**src/rtl/hammer_pkg.sv**
```systemverilog
// -----------------------------------------------------------------------------
// hammer_pkg
// Shared definitions for the rowhammer campaign controller:
//   - camp_state_t : campaign sequencer states
//   - ENG_FINISH   : engine state code that marks a completed run
//   - insert_row() : overwrites the row field of an address
// -----------------------------------------------------------------------------
package hammer_pkg;

  localparam int unsigned MAX_ADDR_W = 64;

  localparam logic [3:0] ENG_FINISH = 4'd5;

  typedef enum logic [2:0] {
    ST_IDLE,
    ST_LAUNCH,
    ST_RUN,
    ST_CAPTURE,
    ST_REPORT,
    ST_NEXT,
    ST_DONE
  } camp_state_t;

  // Replace addr[pos +: width] with the low bits of row. A width of 64 wraps
  // the shifted one to zero, so the mask still comes out all-ones.
  function automatic logic [MAX_ADDR_W-1:0] insert_row(
    input logic [MAX_ADDR_W-1:0] addr,
    input logic [MAX_ADDR_W-1:0] row,
    input int unsigned           pos,
    input int unsigned           width
  );
    logic [MAX_ADDR_W-1:0] mask;
    mask = ((64'd1 << width) - 64'd1) << pos;
    return (addr & ~mask) | ((row << pos) & mask);
  endfunction

endpackage

```
**src/rtl/hammer_watchdog.sv**
```systemverilog
// -----------------------------------------------------------------------------
// hammer_watchdog
// Loadable cycle counter that stops at a terminal value.
// Ports:
//   i_clk, i_reset_n : clock, asynchronous active-low reset
//   i_clr            : synchronous clear to zero (highest priority)
//   i_load/i_load_value : synchronous load
//   i_en             : count enable
//   o_term           : counter equals TERMINAL
// -----------------------------------------------------------------------------
module hammer_watchdog #(
  parameter int unsigned          WIDTH    = 32,
  parameter logic [WIDTH-1:0]     TERMINAL = '1
) (
  input  logic             i_clk,
  input  logic             i_reset_n,
  input  logic             i_clr,
  input  logic             i_load,
  input  logic [WIDTH-1:0] i_load_value,
  input  logic             i_en,
  output logic             o_term
);

  localparam logic [WIDTH-1:0] ONE = {{(WIDTH-1){1'b0}}, 1'b1};

  logic [WIDTH-1:0] r_count;
  logic             w_term;

  assign w_term = (r_count == TERMINAL);
  assign o_term = w_term;

  // Holding at the terminal value keeps o_term asserted instead of wrapping.
  always_ff @(posedge i_clk or negedge i_reset_n) begin
    if (!i_reset_n) begin
      r_count <= '0;
    end else if (i_clr) begin
      r_count <= '0;
    end else if (i_load) begin
      r_count <= i_load_value;
    end else if (i_en && !w_term) begin
      r_count <= r_count + ONE;
    end
  end

endmodule

```
**src/rtl/hammer_campaign_ctrl.sv**
```systemverilog
// -----------------------------------------------------------------------------
// hammer_campaign_ctrl
// Walks the rowhammer engine across rows i_row_first..i_row_last, restarting
// it per row, waiting for FINISH (or a watchdog timeout), capturing the flip
// tally, offering each result over a valid/ready handshake and keeping
// campaign totals (saturating sum, maximum and the row that produced it).
//
// Build option: HAMMER_CAMPAIGN_INVERT_EN -- when defined every row runs twice,
// first with the pattern and then with its inverse; both results carry the
// same row.
//
// Ports:
//   i_clk, i_reset_n          clock, asynchronous active-low reset
//   i_start, i_abort          campaign start pulse, abort level
//   i_base_address, i_row_first, i_row_last, i_pattern, i_count  config
//   o_eng_reset, o_eng_address, o_eng_pattern, o_eng_count       engine drive
//   i_eng_state, i_eng_flip_count                                engine status
//   o_res_valid, i_res_ready, o_res_row, o_res_flips, o_res_timeout  results
//   o_busy, o_done, o_cfg_err, o_aborted                         status
//   o_total_flips, o_max_flips, o_max_row                        totals
// -----------------------------------------------------------------------------
import hammer_pkg::*;

module hammer_campaign_ctrl #(
  parameter int unsigned ADDR_WIDTH = 64,
  parameter int unsigned WORD_WIDTH = 64,
  parameter int unsigned ROW_WIDTH  = 12,
  parameter int unsigned ROW_POS    = 10,
  parameter logic [31:0] TIMEOUT    = 32'd16777215
) (
  input  logic                  i_clk,
  input  logic                  i_reset_n,
  input  logic                  i_start,
  input  logic                  i_abort,
  input  logic [ADDR_WIDTH-1:0] i_base_address,
  input  logic [ROW_WIDTH-1:0]  i_row_first,
  input  logic [ROW_WIDTH-1:0]  i_row_last,
  input  logic [WORD_WIDTH-1:0] i_pattern,
  input  logic [31:0]           i_count,
  output logic                  o_eng_reset,
  output logic [ADDR_WIDTH-1:0] o_eng_address,
  output logic [WORD_WIDTH-1:0] o_eng_pattern,
  output logic [31:0]           o_eng_count,
  input  logic [3:0]            i_eng_state,
  input  logic [63:0]           i_eng_flip_count,
  output logic                  o_res_valid,
  input  logic                  i_res_ready,
  output logic [ROW_WIDTH-1:0]  o_res_row,
  output logic [63:0]           o_res_flips,
  output logic                  o_res_timeout,
  output logic                  o_busy,
  output logic                  o_done,
  output logic                  o_cfg_err,
  output logic                  o_aborted,
  output logic [63:0]           o_total_flips,
  output logic [63:0]           o_max_flips,
  output logic [ROW_WIDTH-1:0]  o_max_row
);

  localparam logic [ROW_WIDTH-1:0] ROW_ONE = {{(ROW_WIDTH-1){1'b0}}, 1'b1};

  camp_state_t r_state, w_state_next;

  logic                  r_launch_cnt;
  logic                  r_phase;        // 1 = inverted-pattern run of the row
  logic                  r_run_timeout;
  logic [ADDR_WIDTH-1:0] r_base;
  logic [ROW_WIDTH-1:0]  r_row_last, r_cur_row, r_res_row, r_max_row;
  logic [WORD_WIDTH-1:0] r_pattern;
  logic [31:0]           r_count;
  logic [63:0]           r_res_flips, r_total, r_max_flips;
  logic                  r_res_timeout, r_cfg_err, r_aborted;

  logic                  w_start_take, w_range_bad, w_abort_now, w_eng_finish;
  logic                  w_wd_term, w_wd_clr, w_wd_en;
  logic [63:0]           w_flips;
  logic [64:0]           w_sum;
  logic [MAX_ADDR_W-1:0] w_addr_full;

  hammer_watchdog #(
    .WIDTH    (32),
    .TERMINAL (TIMEOUT)
  ) u_watchdog (
    .i_clk        (i_clk),
    .i_reset_n    (i_reset_n),
    .i_clr        (w_wd_clr),
    .i_load       (1'b0),
    .i_load_value ('0),
    .i_en         (w_wd_en),
    .o_term       (w_wd_term)
  );

  assign w_eng_finish = (i_eng_state == ENG_FINISH);
  assign w_range_bad  = (i_row_last < i_row_first);
  assign w_start_take = i_start && ((r_state == ST_IDLE) || (r_state == ST_DONE));
  assign w_abort_now  = i_abort && (r_state != ST_IDLE) && (r_state != ST_DONE);
  assign w_flips      = r_run_timeout ? 64'd0 : i_eng_flip_count;
  assign w_sum        = {1'b0, r_total} + {1'b0, w_flips};
  assign w_addr_full  = insert_row(MAX_ADDR_W'(r_base), MAX_ADDR_W'(r_cur_row),
                                   ROW_POS, ROW_WIDTH);

  assign o_eng_address = w_addr_full[ADDR_WIDTH-1:0];
  assign o_eng_pattern = r_phase ? ~r_pattern : r_pattern;
  assign o_eng_count   = r_count;
  assign o_res_row     = r_res_row;
  assign o_res_flips   = r_res_flips;
  assign o_res_timeout = r_res_timeout;
  assign o_cfg_err     = r_cfg_err;
  assign o_aborted     = r_aborted;
  assign o_total_flips = r_total;
  assign o_max_flips   = r_max_flips;
  assign o_max_row     = r_max_row;

  always_comb begin
    w_state_next = r_state;
    o_eng_reset  = 1'b1;
    o_res_valid  = 1'b0;
    o_busy       = 1'b1;
    o_done       = 1'b0;
    w_wd_clr     = 1'b1;
    w_wd_en      = 1'b0;
    case (r_state)
      ST_IDLE: begin
        o_busy = 1'b0;
        if (i_start) w_state_next = w_range_bad ? ST_DONE : ST_LAUNCH;
      end
      ST_LAUNCH: begin
        if (r_launch_cnt) w_state_next = ST_RUN;
      end
      ST_RUN: begin
        o_eng_reset = 1'b0;
        w_wd_clr    = 1'b0;
        w_wd_en     = 1'b1;
        if (w_eng_finish || w_wd_term) w_state_next = ST_CAPTURE;
      end
      ST_CAPTURE: begin
        o_eng_reset  = 1'b0;
        w_state_next = ST_REPORT;
      end
      ST_REPORT: begin
        o_eng_reset = 1'b0;
        o_res_valid = 1'b1;
        if (i_res_ready) w_state_next = ST_NEXT;
      end
      ST_NEXT: begin
        o_eng_reset = 1'b0;
`ifdef HAMMER_CAMPAIGN_INVERT_EN
        if (!r_phase) w_state_next = ST_LAUNCH;
        else
`endif
        if (r_cur_row == r_row_last) w_state_next = ST_DONE;
        else                         w_state_next = ST_LAUNCH;
      end
      ST_DONE: begin
        o_busy = 1'b0;
        o_done = 1'b1;
        if (i_start) w_state_next = w_range_bad ? ST_DONE : ST_LAUNCH;
      end
      default: w_state_next = ST_IDLE;
    endcase
    // A transfer accepted in the same cycle has already happened; abort still
    // wins the next state.
    if (w_abort_now) w_state_next = ST_DONE;
  end

  always_ff @(posedge i_clk or negedge i_reset_n) begin
    if (!i_reset_n) begin
      r_state       <= ST_IDLE;
      r_launch_cnt  <= 1'b0;
      r_phase       <= 1'b0;
      r_run_timeout <= 1'b0;
      r_base        <= '0;
      r_row_last    <= '0;
      r_cur_row     <= '0;
      r_pattern     <= '0;
      r_count       <= '0;
      r_res_row     <= '0;
      r_res_flips   <= '0;
      r_res_timeout <= 1'b0;
      r_cfg_err     <= 1'b0;
      r_aborted     <= 1'b0;
      r_total       <= '0;
      r_max_flips   <= '0;
      r_max_row     <= '0;
    end else begin
      r_state      <= w_state_next;
      // Two-cycle LAUNCH: the flag is set on the first cycle only.
      r_launch_cnt <= (r_state == ST_LAUNCH) && !r_launch_cnt;

      if (w_start_take) begin
        r_base        <= i_base_address;
        r_row_last    <= i_row_last;
        r_pattern     <= i_pattern;
        r_count       <= i_count;
        r_cur_row     <= i_row_first;
        r_phase       <= 1'b0;
        r_cfg_err     <= w_range_bad;
        r_aborted     <= 1'b0;
        r_total       <= '0;
        r_max_flips   <= '0;
        r_max_row     <= '0;
        r_res_row     <= '0;
        r_res_flips   <= '0;
        r_res_timeout <= 1'b0;
      end

      if (r_state == ST_LAUNCH) r_run_timeout <= 1'b0;
      // FINISH takes priority over a watchdog expiring in the same cycle.
      if ((r_state == ST_RUN) && w_wd_term && !w_eng_finish) r_run_timeout <= 1'b1;

      if (r_state == ST_CAPTURE) begin
        r_res_row     <= r_cur_row;
        r_res_flips   <= w_flips;
        r_res_timeout <= r_run_timeout;
        r_total       <= w_sum[64] ? '1 : w_sum[63:0];
        // Strict compare: equal tallies keep the earlier row.
        if (w_flips > r_max_flips) begin
          r_max_flips <= w_flips;
          r_max_row   <= r_cur_row;
        end
      end

      if ((r_state == ST_NEXT) && (w_state_next == ST_LAUNCH)) begin
`ifdef HAMMER_CAMPAIGN_INVERT_EN
        if (!r_phase) begin
          r_phase <= 1'b1;
        end else begin
          r_phase   <= 1'b0;
          r_cur_row <= r_cur_row + ROW_ONE;
        end
`else
        r_cur_row <= r_cur_row + ROW_ONE;
`endif
      end

      if (w_abort_now) r_aborted <= 1'b1;
    end
  end

endmodule
```
**config.mk**
```make
export PLATFORM = sky130hd
export DESIGN_NAME = hammer_campaign_ctrl
export DESIGN_NICKNAME = d
export VERILOG_FILES = /design/src/rtl/hammer_pkg.sv /design/src/rtl/hammer_watchdog.sv /design/src/rtl/hammer_campaign_ctrl.sv
export SDC_FILE = /design/constraint.sdc
export NUM_CORES = 1
export LEC_CHECK = 0
export CORE_AREA = 2 2 252 254
export CTS_CLUSTER_SIZE = 10
export DETAILED_ROUTE_END_ITERATION = 7
export DIE_AREA = 0 0 254 256
export SETUP_SLACK_MARGIN = 0.2
export SLEW_MARGIN = 20
export SYNTH_ARGS = -nofsm -noshare
export SYNTH_HDL_FRONTEND = slang
export SYNTH_SLANG_ARGS = --single-unit
```
**constraint.sdc**
```tcl
create_clock -name i_clk -period 8.5 [get_ports i_clk]
set_input_delay 1.275 -clock i_clk [delete_from_list [all_inputs] [get_ports i_clk]]
set_output_delay 1.275 -clock i_clk [all_outputs]
set_load 0.05 [all_outputs]
```
Yosys cells after proc, flatten, opt, wreduce, memory -nomap -nowiden
Cells that the tools add are included.
{"block": "word_totals", "register_bits": 440, "inputBits": 257, "output_inout_bits": 383, "elab_cells": 91}
{"block": "op_classes", "add_sub_neg": 3, "n_lt_le_gt_ge": 2, "n_eq_ne": 12, "muxes": 35, "bitwise_logic": 1, "reduce_logical": 21}
{"operator": "64-bit two-way mux", "n": 8}
{"operator": "12-bit two-way mux", "n": 7}
{"operator": "64-bit by 64-bit adder with 65-bit output", "n": 1}
{"operator": "64-bit > comparator", "n": 1}
{"operator": "32-bit two-way mux", "n": 2}
{"operator": "64-bit by 22-bit bitwise OR with 64-bit output", "n": 1}
{"operator": "32-bit by 1-bit adder with 32-bit output (second input constant)", "n": 1}
{"operator": "32-bit by 24-bit equality test with 1-bit output (second input constant)", "n": 1}
{"operator": "3-bit two-way mux", "n": 7}
{"operator": "3-bit case mux with 6 select lines", "n": 1}
{"operator": "12-bit by 1-bit adder with 12-bit output (second input constant)", "n": 1}
{"operator": "12-bit equality test", "n": 1}
{"operator": "12-bit less-than comparator", "n": 1}
{"operator": "1-bit two-way mux", "n": 10}
{"operator": "3-bit equality test (second input constant)", "n": 3}
{"operator": "1-bit logical AND", "n": 8}
{"operator": "2-bit nonzero test", "n": 4}
{"operator": "3-bit by 1-bit equality test with 1-bit output (second input constant)", "n": 2}
{"operator": "3-bit by 2-bit equality test with 1-bit output (second input constant)", "n": 2}
{"operator": "4-bit by 3-bit equality test with 1-bit output (second input constant)", "n": 1}
{"operator": "4-bit OR reduction", "n": 1}
{"operator": "1-bit logical NOT", "n": 3}
{"operator": "3-bit logical NOT", "n": 1}
{"operator": "3-bit inequality test (second input constant)", "n": 1}
{"operator": "other kinds (4)", "n": 5}

Depth between registers and ports, before layout
Gate-level depths: netlist of the first run.
{"block": "depth", "word_depth": 8, "mapped_depth": 17, "ltp_nobuf": 14}

Cells and area by module
A second synthesis of the first run with hierarchy kept.
{"block": "unflattened", "hier_cells": 2751, "area_unflattened_um2": 24154.4}
{"module": "hammer_campaign_ctrl", "n_inst": 1, "cells_each": 2503, "area_each_um2": 22034.9, "seq_area_each_um2": 9909.5}
{"module": "hammer_watchdog", "n_inst": 1, "cells_each": 248, "area_each_um2": 2119.5, "seq_area_each_um2": 800.8}

Worst setup path before layout of the first run
No wires, ideal clock.
{"block": "synth_path", "path_type": "input -> register", "startpoint": "input port i_eng_flip_count[0]", "endpoint": "register r_total[58], in the netlist o_total_flips[58]", "setup_time_ns": 0.131, "t_arrival_ns": 3.814, "required_time_ns": 8.369, "setup_slack_ns": 4.555, "stages": 14, "n_path_buf": 0, "path_cell_list": "nand2b_1 -> inv_1 -> ha_1 -> fa_1 -> a21o_1 -> a31oi_1 -> o31a_1 -> a31oi_1 -> a41oi_2 -> o311a_1 -> o21ai_1 -> a211oi_1 -> mux2i_1 -> nand3_1"}
{"block": "synth_via", "elab_chain_len": 4}
{"item": "start, declared", "line_no": "hammer_campaign_ctrl.sv:45", "source": "input logic [63:0] i_eng_flip_count,"}
{"item": "64-bit two-way mux", "line_no": "hammer_campaign_ctrl.sv:97", "source": "assign w_flips = r_run_timeout ? 64'd0 : i_eng_flip_count;"}
{"item": "64-bit by 64-bit adder with 65-bit output", "line_no": "hammer_campaign_ctrl.sv:98", "source": "assign w_sum = {1'b0, r_total} + {1'b0, w_flips};"}
{"item": "64-bit two-way mux", "line_no": "hammer_campaign_ctrl.sv:215", "source": "r_total <= w_sum[64] ? '1 : w_sum[63:0];"}
{"item": "64-bit two-way mux", "line_no": "hammer_campaign_ctrl.sv:211", "source": "if (r_state == ST_CAPTURE) begin"}
{"item": "end signal, assigned", "line_no": "hammer_campaign_ctrl.sv:215"}
{"item": "end, declared", "line_no": "hammer_campaign_ctrl.sv:71", "source": "logic [63:0] r_res_flips, r_total, r_max_flips;"}
No other way between the ends.
A chain may end at the register's enable or synchronous reset.

Worst setup path in the final report of the first run
{"block": "layout_path", "startpoint": "input port i_eng_flip_count[0]", "endpoint": "register r_total[59], in the netlist o_total_flips[59]"}
Same word-level chain as after synthesis.

==> qor.csv, run 1 <==
metric,value,unit
status,"complete, no violations",
final_common_cell,nand2_1,
finalNonFillerCells,4075,
grt_max_degree,150,
place_congestion,0.874,
switching_share,0.477,
synthCells,2644,
grtUsageMet1,0.296,
max_stage_delay,0.91,ns
pwr_density_cell,335,nW/um2
ioPinCount,640,
hold_viol,0,
ant_nets,0,
cts_buffer_depth,3,
routed_via_density,5.15,
num_vias,21000,
cts_tree,built,
r2r.worst_path.cells,15,
leakage,15.2,nW
cp_cell_sequence,clkdlybuf4s50_1 > nand2b_1 > inv_1 > ha_1 > fa_1 > a21o_1 > a31oi_1 > o21ai_1 > a211oi_2 > nor3_1 > nand2b_1 > o21ai_2 > o21ai_1 > nor2_1 > a21oi_1,
grt_overflow,0,
synth-seq-cells,428,
grt_pass1_vias,21100,
synth_fp_nets,3043,
rrSetupSlack,3.21,ns
layout_min_cycle_time,5.33,ns
start_util,0.373,
tightest_slew,1.16,ns
cts_setup_buffers,0,
cts_root_buf,clkbuf_16,
place_ws,2.54,ns
start_kind,input port,
clk_pin_slew,0.06,ns
hp-class,flip-flop to flip-flop,
met2_usage,0.430,
syn_area,23300,um2
port_buffers,627,
syn_area_per_cell,8.81,um2
irDropWorstVdd,0.000292,V
worst_setup_path_end_kind,flip-flop,
pwr-share-comb,0.517,
maxSlewViolCount,0,
fin_crit_sh,0.627,
async_reset_ff_frac,1.00,
worstReg2RegEnd,o_total_flips[59],
met3_usage,0.0616,
critPathRequiredTime,8.94,ns
maxCapViolations,0,
finalSetupViolCount,0,
grt_use_total,0.247,
detail_route.iter0.violations,1543,
synthDistinctLibCells,78,
drive_gt1_frac,0.0375,
worst_slack,3.17,ns
crit_type,input port to flip-flop,
ctsResizeCount,0,
drt-wirelength-per-cell,20.0,um
p_clk_frac,0.202,
cp.arrival,5.77,ns
finalClockSkew,0.0173,ns
synth_flop_cell,dfrtp_1,
clk-insertion-delay-late,0.60,ns
switching_power,5.09,mW
critPathLaunch,i_eng_flip_count[0],
finalSetupTns,0,ns
die_area,65000,um2
place_area,30200,um2
final_cell_mix,"nand2_1, clkdlybuf4s50_1, dfrtp_1",
die_h,256,um
slew-limit-headroom,0.221,
holdBufCountCts,0,
synth_seq_area_share,0.460,
layout.area.seq,10700,um2
timing.fmax,188,MHz
multiInputGateArea,11400,um2
crit_end,o_total_flips[59],
p_int,5.58,mW
cts.htree.levels,2,
numCtsBuffers,52,
yosysWarnings,0,
layout.nets,3604,
antenna_found_initial,10,
syn2layout_area_growth,36.8,%
cts.sinks,428,
rsz0062_at_grt,no,
drt_wl_total,81300,um
grt_busiest_layer,met2,
r2r-start,r_run_timeout,
drc,0,
dp.cells,3995,
final_area,31900,um2
num_rows,92,
drt_pass1_iterations,6,
cp_slowest_cell,nor2_1,
seq_power_share,0.281,
synth-edff-count,0,
dp_hpwl,61000,um
grt_pass1_wl,125000,um
core_area,62400,um2
worstPathMaxFanout,11,
fillers,5882,
die_w,254,um
power by group through the flow:
| stage | logic [mW] | clock network (mW) | registers, mW |
|---|---|---|---|
| global placement | 5.50 | 0 | 3.00 |
| floorplan | 1.80 | 0 | 4.71 |
| finish | 5.52 | 2.15 | 3.00 |
| global route | 5.88 | 2.29 | 3.07 |
| detailed placement | 5.54 | 0 | 3.02 |
| CTS | 5.55 | 2.21 | 3.00 |
final cells by class:
class,instances,share of cell area
clock inverters,8,0.00456
multi-input cells,1907,0.357
flip-flops and latches,428,0.336
repair buffers,646,0.204
well taps,846,0.0332
clock buffers,68,0.0453
inverters,170,0.0200
diodes,2,0.000157
cell families (layout without fill, tap and decap cells):
logic type      count (synthesis)  in the layout  synth area share
flops                         428            428             0.460
mux                            83             83            0.0358
fa+ha+maj                     142            142            0.0766
xor+xnor                       92             92            0.0346
other cells                     0              2                 0
simple gates                 1070           1070             0.205
buf+inv                       309            892            0.0534
compound gates                520            520             0.135
worst min path at each step:
stage / from / end / slack (ns) / depth (start not counted)
3_3_place_gp: r_launch_cnt / r_launch_cnt / 0.43 / 1
3_5_place_dp: r_launch_cnt / r_launch_cnt / 0.44 / 1
6_report: r_launch_cnt / r_launch_cnt / 0.46 / 1
4_1_cts: r_launch_cnt / r_launch_cnt / 0.46 / 1
5_1_grt: r_launch_cnt / r_launch_cnt / 0.48 / 1
2_1_floorplan: r_launch_cnt / r_launch_cnt / 0.41 / 1
state kept, by name, summed over array words and instances (netlist names), 32 cells and up:
register and flops:
r_base 52, o_res_flips 64, o_eng_count 32, r_pattern 64, o_total_flips 64, u_watchdog.r_count 32
o_max_flips 64
worst max-delay path: cells and delay by family:
kind,cells,cell delay (ns)
adders and majority gates,2,0.63
and+or+nand+nor,4,1.57
buffers and inverters,2,0.49
AOI/OAI and AO/OA,7,1.78
synth_stat cells (4+ instances only):
| cell type | n | area, um2 |
|---|---|---|
| a211o_1 | 5 | 43.8 |
| a211oi_1 | 9 | 67.6 |
| a21o_1 | 37 | 278 |
| a21oi_1 | 175 | 876 |
| a221oi_1 | 7 | 61.3 |
| a31oi_1 | 59 | 369 |
| and2_1 | 5 | 31.3 |
| and3_1 | 12 | 75.1 |
| and4_1 | 6 | 52.6 |
| buf_2 | 13 | 65.1 |
| buf_4 | 6 | 45.0 |
| clkbuf_1 | 114 | 428 |
| dfrtp_1 | 428 | 10700 |
| ha_1 | 141 | 1760 |
| inv_1 | 170 | 638 |
| mux2i_1 | 81 | 811 |
| nand2_1 | 638 | 2390 |
| nand2b_1 | 78 | 488 |
| nand3_1 | 118 | 591 |
| nand4_1 | 35 | 219 |
| nor2_1 | 98 | 368 |
| nor2b_1 | 17 | 106 |
| nor3_1 | 23 | 115 |
| nor4_1 | 7 | 43.8 |
| o2111ai_1 | 4 | 35.0 |
| o211ai_1 | 14 | 105 |
| o21a_1 | 9 | 67.6 |
| o21ai_0 | 135 | 676 |
| o21ai_1 | 8 | 40.0 |
| o21bai_1 | 9 | 67.6 |
| o22ai_1 | 5 | 31.3 |
| o31ai_1 | 6 | 45.0 |
| o41ai_1 | 4 | 35.0 |
| or3_1 | 10 | 62.6 |
| xnor2_1 | 50 | 438 |
| xor2_1 | 42 | 368 |
metal layers:
layer  share of wire  vias to the layer above
li1                -                    10100
met1            0.40                    10100
met2            0.50                      683
met3           0.073                      140
met4           0.030                       14
met5          0.0012                        -
metrics by stage:
stage	hold WS, ns	power [mW]	utilization
floorplan	0.411	6.51	-
global placement	0.425	8.50	0.484
detailed placement	0.438	8.56	0.484
CTS	0.461	10.8	0.510
global route	0.477	11.2	0.510
finish	0.460	10.7	0.511
(Power assumes the default switching activity.)
==> run 2, diff against run 1 <==
--- a/config.mk
+++ b/config.mk
@@ -9,6 +9,7 @@
 export CTS_CLUSTER_SIZE = 10
 export DETAILED_ROUTE_END_ITERATION = 7
 export DIE_AREA = 0 0 254 256
+export PLACE_DENSITY = 0.67
 export SETUP_SLACK_MARGIN = 0.2
 export SLEW_MARGIN = 20
 export SYNTH_ARGS = -nofsm -noshare
==> constraint.sdc (replaced) <==
create_clock -name i_clk -period 4.8 [get_ports i_clk]
set_input_delay 0.72 -clock i_clk [delete_from_list [all_inputs] [get_ports i_clk]]
set_output_delay 0.72 -clock i_clk [all_outputs]
set_load 0.05 [all_outputs]
==> run 2 against run 1 <==
Effect of this change: critical path type is now flip-flop to flip-flop; wire length is 3.7% lower; sequential power rose by 75%; combinational power up 78%; largest power group unchanged; worst setup slack got worse by 2.5 ns; first-iteration DRC count down 19%; cell area rose by 0.67%; non-clock buffer count grew 19; critical path depth up 1; final cell count grew 0.56%; sequential cell count unchanged; sequential share of layout area down 0.22 points; highest routed layer unchanged; total power increased by 77%.
==> qor.csv, run 2 (same netlist as run 1, synthesis figures left out) <==
metric,value,unit,change
ant_nets,0,,unchanged
post-route-util,0.514,,was 0.511
cts_tree,built,,unchanged
drt-wirelength-per-cell,19.1,um,was 20.0 um
grt_use_total,0.237,,was 0.247
drc,0,,unchanged
port_buffers,627,,unchanged
tightest_slew,0.904,ns,was 1.16 ns
layout_min_cycle_time,4.15,ns,
timing.fmax,241,MHz,
grt_pass1_wl,121000,um,was 125000 um
cts.htree.levels,2,,unchanged
finalClockSkew,0.0218,ns,was 0.0173 ns
cts_root_buf,clkbuf_16,,unchanged
pwr_density_cell,590,nW/um2,was 335 nW/um2
grt_max_degree,120,,was 150
hp-class,input port to asynchronous set/reset pin,,was flip-flop to flip-flop
drive_gt1_frac,0.0434,,was 0.0375
layout.nets,3624,,was 3604
cts_setup_buffers,0,,unchanged
detail_route.iter0.violations,1256,,was 1543
worst_setup_path_end_kind,flip-flop,,unchanged
worstPathMaxFanout,31,,was 11
maxSlewViolCount,0,,unchanged
die_h,256,um,unchanged
dp.cells,4016,,was 3995
dp_hpwl,58900,um,was 61000 um
drt_pass1_iterations,5,,was 6
core_area,62400,um2,unchanged
numCtsBuffers,53,,was 52
status,"complete, no violations",,unchanged
start_util,0.373,,unchanged
critPathRequiredTime,5.26,ns,was 8.94 ns
syn2layout_area_growth,37.7,%,was 36.8%
start_kind,flip-flop,,was input port
die_w,254,um,unchanged
finalSetupViolCount,0,,unchanged
num_vias,20700,,was 21000
routed_via_density,5.05,,was 5.15
final_common_cell,nand2_1,,unchanged
slew-limit-headroom,0.397,,was 0.221
finalNonFillerCells,4098,,was 4075
grt_pass1_vias,20500,,was 21100
die_area,65000,um2,unchanged
clk-insertion-delay-late,0.61,ns,was 0.60 ns
num_rows,92,,unchanged
crit_type,flip-flop to flip-flop,,was input port to flip-flop
ctsResizeCount,0,,unchanged
place_congestion,0.893,,was 0.874
fillers,5936,,was 5882
rsz0062_at_grt,no,,unchanged
holdBufCountCts,0,,unchanged
finalSetupTns,0,ns,unchanged
clk_pin_slew,0.06,ns,about the same
ioPinCount,640,,unchanged
drt_wl_total,78300,um,was 81300 um
hold_viol,0,,unchanged
cts_buffer_depth,3,,unchanged
cts.sinks,428,,unchanged
fin_crit_sh,0.864,,
leakage,15.3,nW,was 15.2 nW
antenna_found_initial,13,,was 10
maxCapViolations,0,,unchanged
irDropWorstVdd,0.000547,V,was 0.000292 V
final_cell_mix,"nand2_1, clkdlybuf4s50_1, dfrtp_1",,unchanged
cp.arrival,4.61,ns,was 5.77 ns
grt_overflow,0,,unchanged
[run 2: final timing paths]
check,from,endpoint,slack (ns),depth (start not counted)
max reg2reg,r_run_timeout,o_total_flips[58],0.65,16
min in group i_clk,r_launch_cnt,r_launch_cnt,0.44,1
max,r_run_timeout,o_total_flips[58],0.65,16
max in group asynchronous,i_reset_n,o_total_flips[58],3.55,2
min reg2reg,r_launch_cnt,r_launch_cnt,0.44,1
min,i_reset_n,r_pattern[55],0.21,1
[run 2: report_power, final]
group	switching [mW]	internal, mW	total, mW
clock	1.59	2.21	3.80
combinational	6.75	3.09	9.84
sequential	0.663	4.60	5.26
[run 2: area by class of cell]
| cell class | instances | area [um2] | area share |
|---|---|---|---|
| sequential | 428 | 10700 | 0.334 |
| multi-input combinational | 1907 | 11400 | 0.354 |
| inverter | 170 | 638 | 0.0199 |
| clock buffer | 70 | 1450 | 0.0452 |
| clock inverter | 10 | 159 | 0.00496 |
| timing repair buffer | 665 | 6680 | 0.208 |
| tap | 846 | 1060 | 0.0330 |
| antenna | 2 | 5.00 | 0.000156 |
[run 2: routing by layer]
metal | GRT usage | part of all wire | vias up
met1 | 0.285 | 0.40 | 9769
met2 | 0.401 | 0.48 | 637
li1 | - | - | 10100
met5 | 0 | 0.0014 | -
met4 | 0.0904 | 0.041 | 18
met3 | 0.0670 | 0.077 | 150
[run 2: worst max-delay path, cell delays in order (launching register included)]
cell and delay [ns]:
dfrtp_2 0.35, buf_4 0.27, nand2b_1 0.19, inv_1 0.05, ha_1 0.23, fa_1 0.45
a21o_1 0.23, a31oi_1 0.28, o31a_1 0.23, a31oi_1 0.26, a41oi_2 0.32, o311a_1 0.25
o21ai_1 0.10, buf_4 0.16, a211oi_1 0.28, mux2i_1 0.23, nand3_1 0.09
[run 2: metrics by stage]
stage,power [mW],cell area [um2],hold slack [ns],setup WS [ns]
after global routing,19.9,32100,0.271,0.345
after CTS,19.1,32100,0.233,0.547
after detailed placement,15.2,30500,0.431,0.241
after floorplan,11.5,23300,0.411,1.41
after global placement,15.2,30500,0.425,0.279
final,18.9,32100,0.210,0.653
==> run 3, diff against run 2 <==
--- a/config.mk
+++ b/config.mk
@@ -9,6 +9,7 @@
 export CTS_CLUSTER_SIZE = 10
 export DETAILED_ROUTE_END_ITERATION = 7
 export DIE_AREA = 0 0 254 256
+export GPL_TIMING_DRIVEN = 1
 export PLACE_DENSITY = 0.67
 export SETUP_SLACK_MARGIN = 0.2
 export SLEW_MARGIN = 20
==> constraint.sdc (replaced) <==
create_clock -name i_clk -period 4.8 [get_ports i_clk]
set_input_delay 0.72 -clock i_clk [delete_from_list [all_inputs] [get_ports i_clk]]
set_output_delay 0.72 -clock i_clk [all_outputs]
set_load 0.01 [all_outputs]
==> run 3 against run 2 <==
Effect of this change: total power shrank 15%; maximum frequency is essentially flat; clock skew grew 0.0017 ns; worst setup slack gained 0.0040 ns; critical path type unchanged; critical endpoint is now o_total_flips[49].
==> qor.csv, run 3 (same netlist as run 1, synthesis figures left out) <==
metric,value,unit,change
grt_pass1_vias,20600,,was 20500
core_area,62400,um2,unchanged
cts_tree,built,,unchanged
grt_max_degree,146,,was 120
leakage,15.3,nW,about the same
worstReg2RegEnd,o_total_flips[49],,was o_total_flips[58]
ctsResizeCount,0,,unchanged
hp-class,input port to asynchronous set/reset pin,,unchanged
cp_slowest_cell,a211oi_1,,was fa_1
total_power,16.1,mW,was 18.9 mW
num_vias,20800,,was 20700
tightest_slew,1.07,ns,was 0.904 ns
cts_setup_buffers,0,,unchanged
die_h,256,um,unchanged
fin_hold_ws,0.177,ns,was 0.210 ns
drt_wl_total,78800,um,was 78300 um
switching_power,6.15,mW,was 9.00 mW
drt-wirelength-per-cell,19.3,um,was 19.1 um
final_cell_mix,"nand2_1, clkdlybuf4s50_1, dfrtp_1",,unchanged
cts.sinks,428,,unchanged
place_area,30400,um2,was 30500 um2
layout_min_cycle_time,4.14,ns,was 4.15 ns
syn2layout_area_growth,37.6,%,was 37.7%
slew-limit-headroom,0.290,,was 0.397
p_clk_frac,0.236,,was 0.201
numCtsBuffers,52,,was 53
fin_crit_sh,0.863,,was 0.864
die_w,254,um,unchanged
ant_nets,0,,unchanged
final_area,32000,um2,was 32100 um2
pwr-share-comb,0.436,,was 0.521
seq_power_share,0.328,,was 0.278
crit_type,flip-flop to flip-flop,,unchanged
maxCapViolations,0,,unchanged
drive_gt1_frac,0.0416,,was 0.0434
fillers,5860,,was 5936
hold_viol,0,,unchanged
port_buffers,627,,unchanged
r2r.worst_path.cells,14,,was 16
die_area,65000,um2,unchanged
ioPinCount,640,,unchanged
clk-insertion-delay-late,0.60,ns,was 0.61 ns
irDropWorstVdd,0.000361,V,was 0.000547 V
max_stage_delay,0.68,ns,was 0.45 ns
grt_use_total,0.239,,was 0.237
critPathRequiredTime,5.22,ns,was 5.26 ns
routed_via_density,5.09,,was 5.05
r2r-start,r_run_timeout,,unchanged
grt_overflow,0,,unchanged
place_congestion,0.893,,about the same
rrSetupSlack,0.66,ns,was 0.65 ns
drt_pass1_iterations,7,,was 5
rsz0062_at_grt,no,,unchanged
start_kind,flip-flop,,unchanged
layout.nets,3620,,was 3624
cp_num_buf_inv,2,,was 3
timing.fmax,241,MHz,about the same
dp_hpwl,58900,um,about the same
maxSlewViolCount,0,,unchanged
holdBufCountCts,0,,unchanged
worstPathMaxFanout,40,,was 31
cts_buffer_depth,3,,unchanged
n_antenna_cell,0,,was 2
cts_root_buf,clkbuf_16,,unchanged
finalClockSkew,0.0236,ns,was 0.0218 ns
cp_cell_sequence,buf_12 > nand2b_1 > inv_1 > ha_1 > nand2_1 > nor2_1 > o2111ai_1 > a211oi_1 > nor2_1 > o21ai_1 > a21boi_0 > o41ai_1 > xnor2_1 > o211ai_1,,was buf_4 > nand2b_1 > inv_1 > ha_1 > fa_1 > a21o_1 > a31oi_1 > o31a_1 > a31oi_1 > a41oi_2 > o311a_1 > o21ai_1 > buf_4 > a211oi_1 > mux2i_1 > nand3_1
grt_pass1_wl,122000,um,was 121000 um
drc,0,,unchanged
cp.arrival,4.56,ns,was 4.61 ns
num_rows,92,,unchanged
path_common_cell,nor2_1,,
cts.htree.levels,2,,unchanged
switching_share,0.382,,was 0.476
start_util,0.373,,unchanged
final_common_cell,nand2_1,,unchanged
clk_pin_slew,0.06,ns,about the same
status,"complete, no violations",,unchanged
finalSetupViolCount,0,,unchanged
p_int,9.96,mW,was 9.90 mW
worst_setup_path_end_kind,flip-flop,,unchanged
finalSetupTns,0,ns,unchanged
antenna_found_initial,9,,was 13
post-route-util,0.514,,about the same
detail_route.iter0.violations,1391,,was 1256
pwr_density_cell,503,nW/um2,was 590 nW/um2
cpLargestDelayFamily,compound AO/OA/AOI/OAI gates,,unchanged
[run 3: changes by cell type in the layout (fill, tap and decap cells not counted), sizes merged]
| cell | before | now |
|---|---|---|
| bufinv | 2 | 4 |
| clkinvlp | 3 | 0 |
| clkbuf | 70 | 67 |
| diode | 2 | 0 |
| clkinv | 4 | 3 |
| buf | 39 | 36 |
[run 3: stage by stage]
stage | setup slack, ns | std cells
final | 0.657 | 4088
after global routing | 0.428 | 4088
after CTS | 0.742 | 4087
after detailed placement | 0.259 | 4012
after global placement | 0.273 | 4012
after floorplan | 1.41 | 2644
[run 3: layout make-up]
class                      instances  area (um2)  share of cell area
clock buffer                      67        1420              0.0442
timing repair buffer             662        6700               0.209
multi-input combinational       1907       11400               0.355
inverter                         170         638              0.0199
tap                              846        1060              0.0330
clock inverter                     8         155             0.00484
sequential                       428       10700               0.334
[run 3: worst reg2reg max path: cells and delay by family (launching register included)]
kind / cells / cell delay, ns
adder cells (fa/ha/maj): 1 / 0.43
flip-flops: 1 / 0.38
AO/OA/AOI/OAI: 6 / 2.01
buffers and inverters: 2 / 0.26
XOR/XNOR: 1 / 0.17
AND/OR/NAND/NOR: 4 / 0.73
[run 3: power groups by stage]
stage | combinational [mW] | clock (mW) | sequential [mW]
global placement | 7.02 | 0 | 5.31
floorplan | 3.11 | 0 | 5.64
finish | 7.02 | 3.80 | 5.29
global route | 7.63 | 4.05 | 5.43
CTS | 7.10 | 3.91 | 5.29
detailed placement | 7.08 | 0 | 5.33
[run 3: layer usage]
| layer | wire length [um] | global-route usage |
|---|---|---|
| met1 | 31600 | 0.286 |
| met2 | 38400 | 0.410 |
| met3 | 5650 | 0.0627 |
| met4 | 3080 | 0.0881 |
| met5 | 85 | 0 |
[run 3: worst max-delay path by stage]
stage	from	endpoint	slack (ns)	cells after the start
finish	r_run_timeout	o_total_flips[49]	0.66	14
global route	r_run_timeout	o_total_flips[49]	0.43	14
CTS	r_run_timeout	o_total_flips[49]	0.74	14
detailed placement	i_eng_flip_count[0]	o_total_flips[49]	0.26	15
global placement	i_eng_flip_count[0]	o_total_flips[58]	0.27	16
floorplan	i_eng_flip_count[0]	o_total_flips[58]	1.41	14
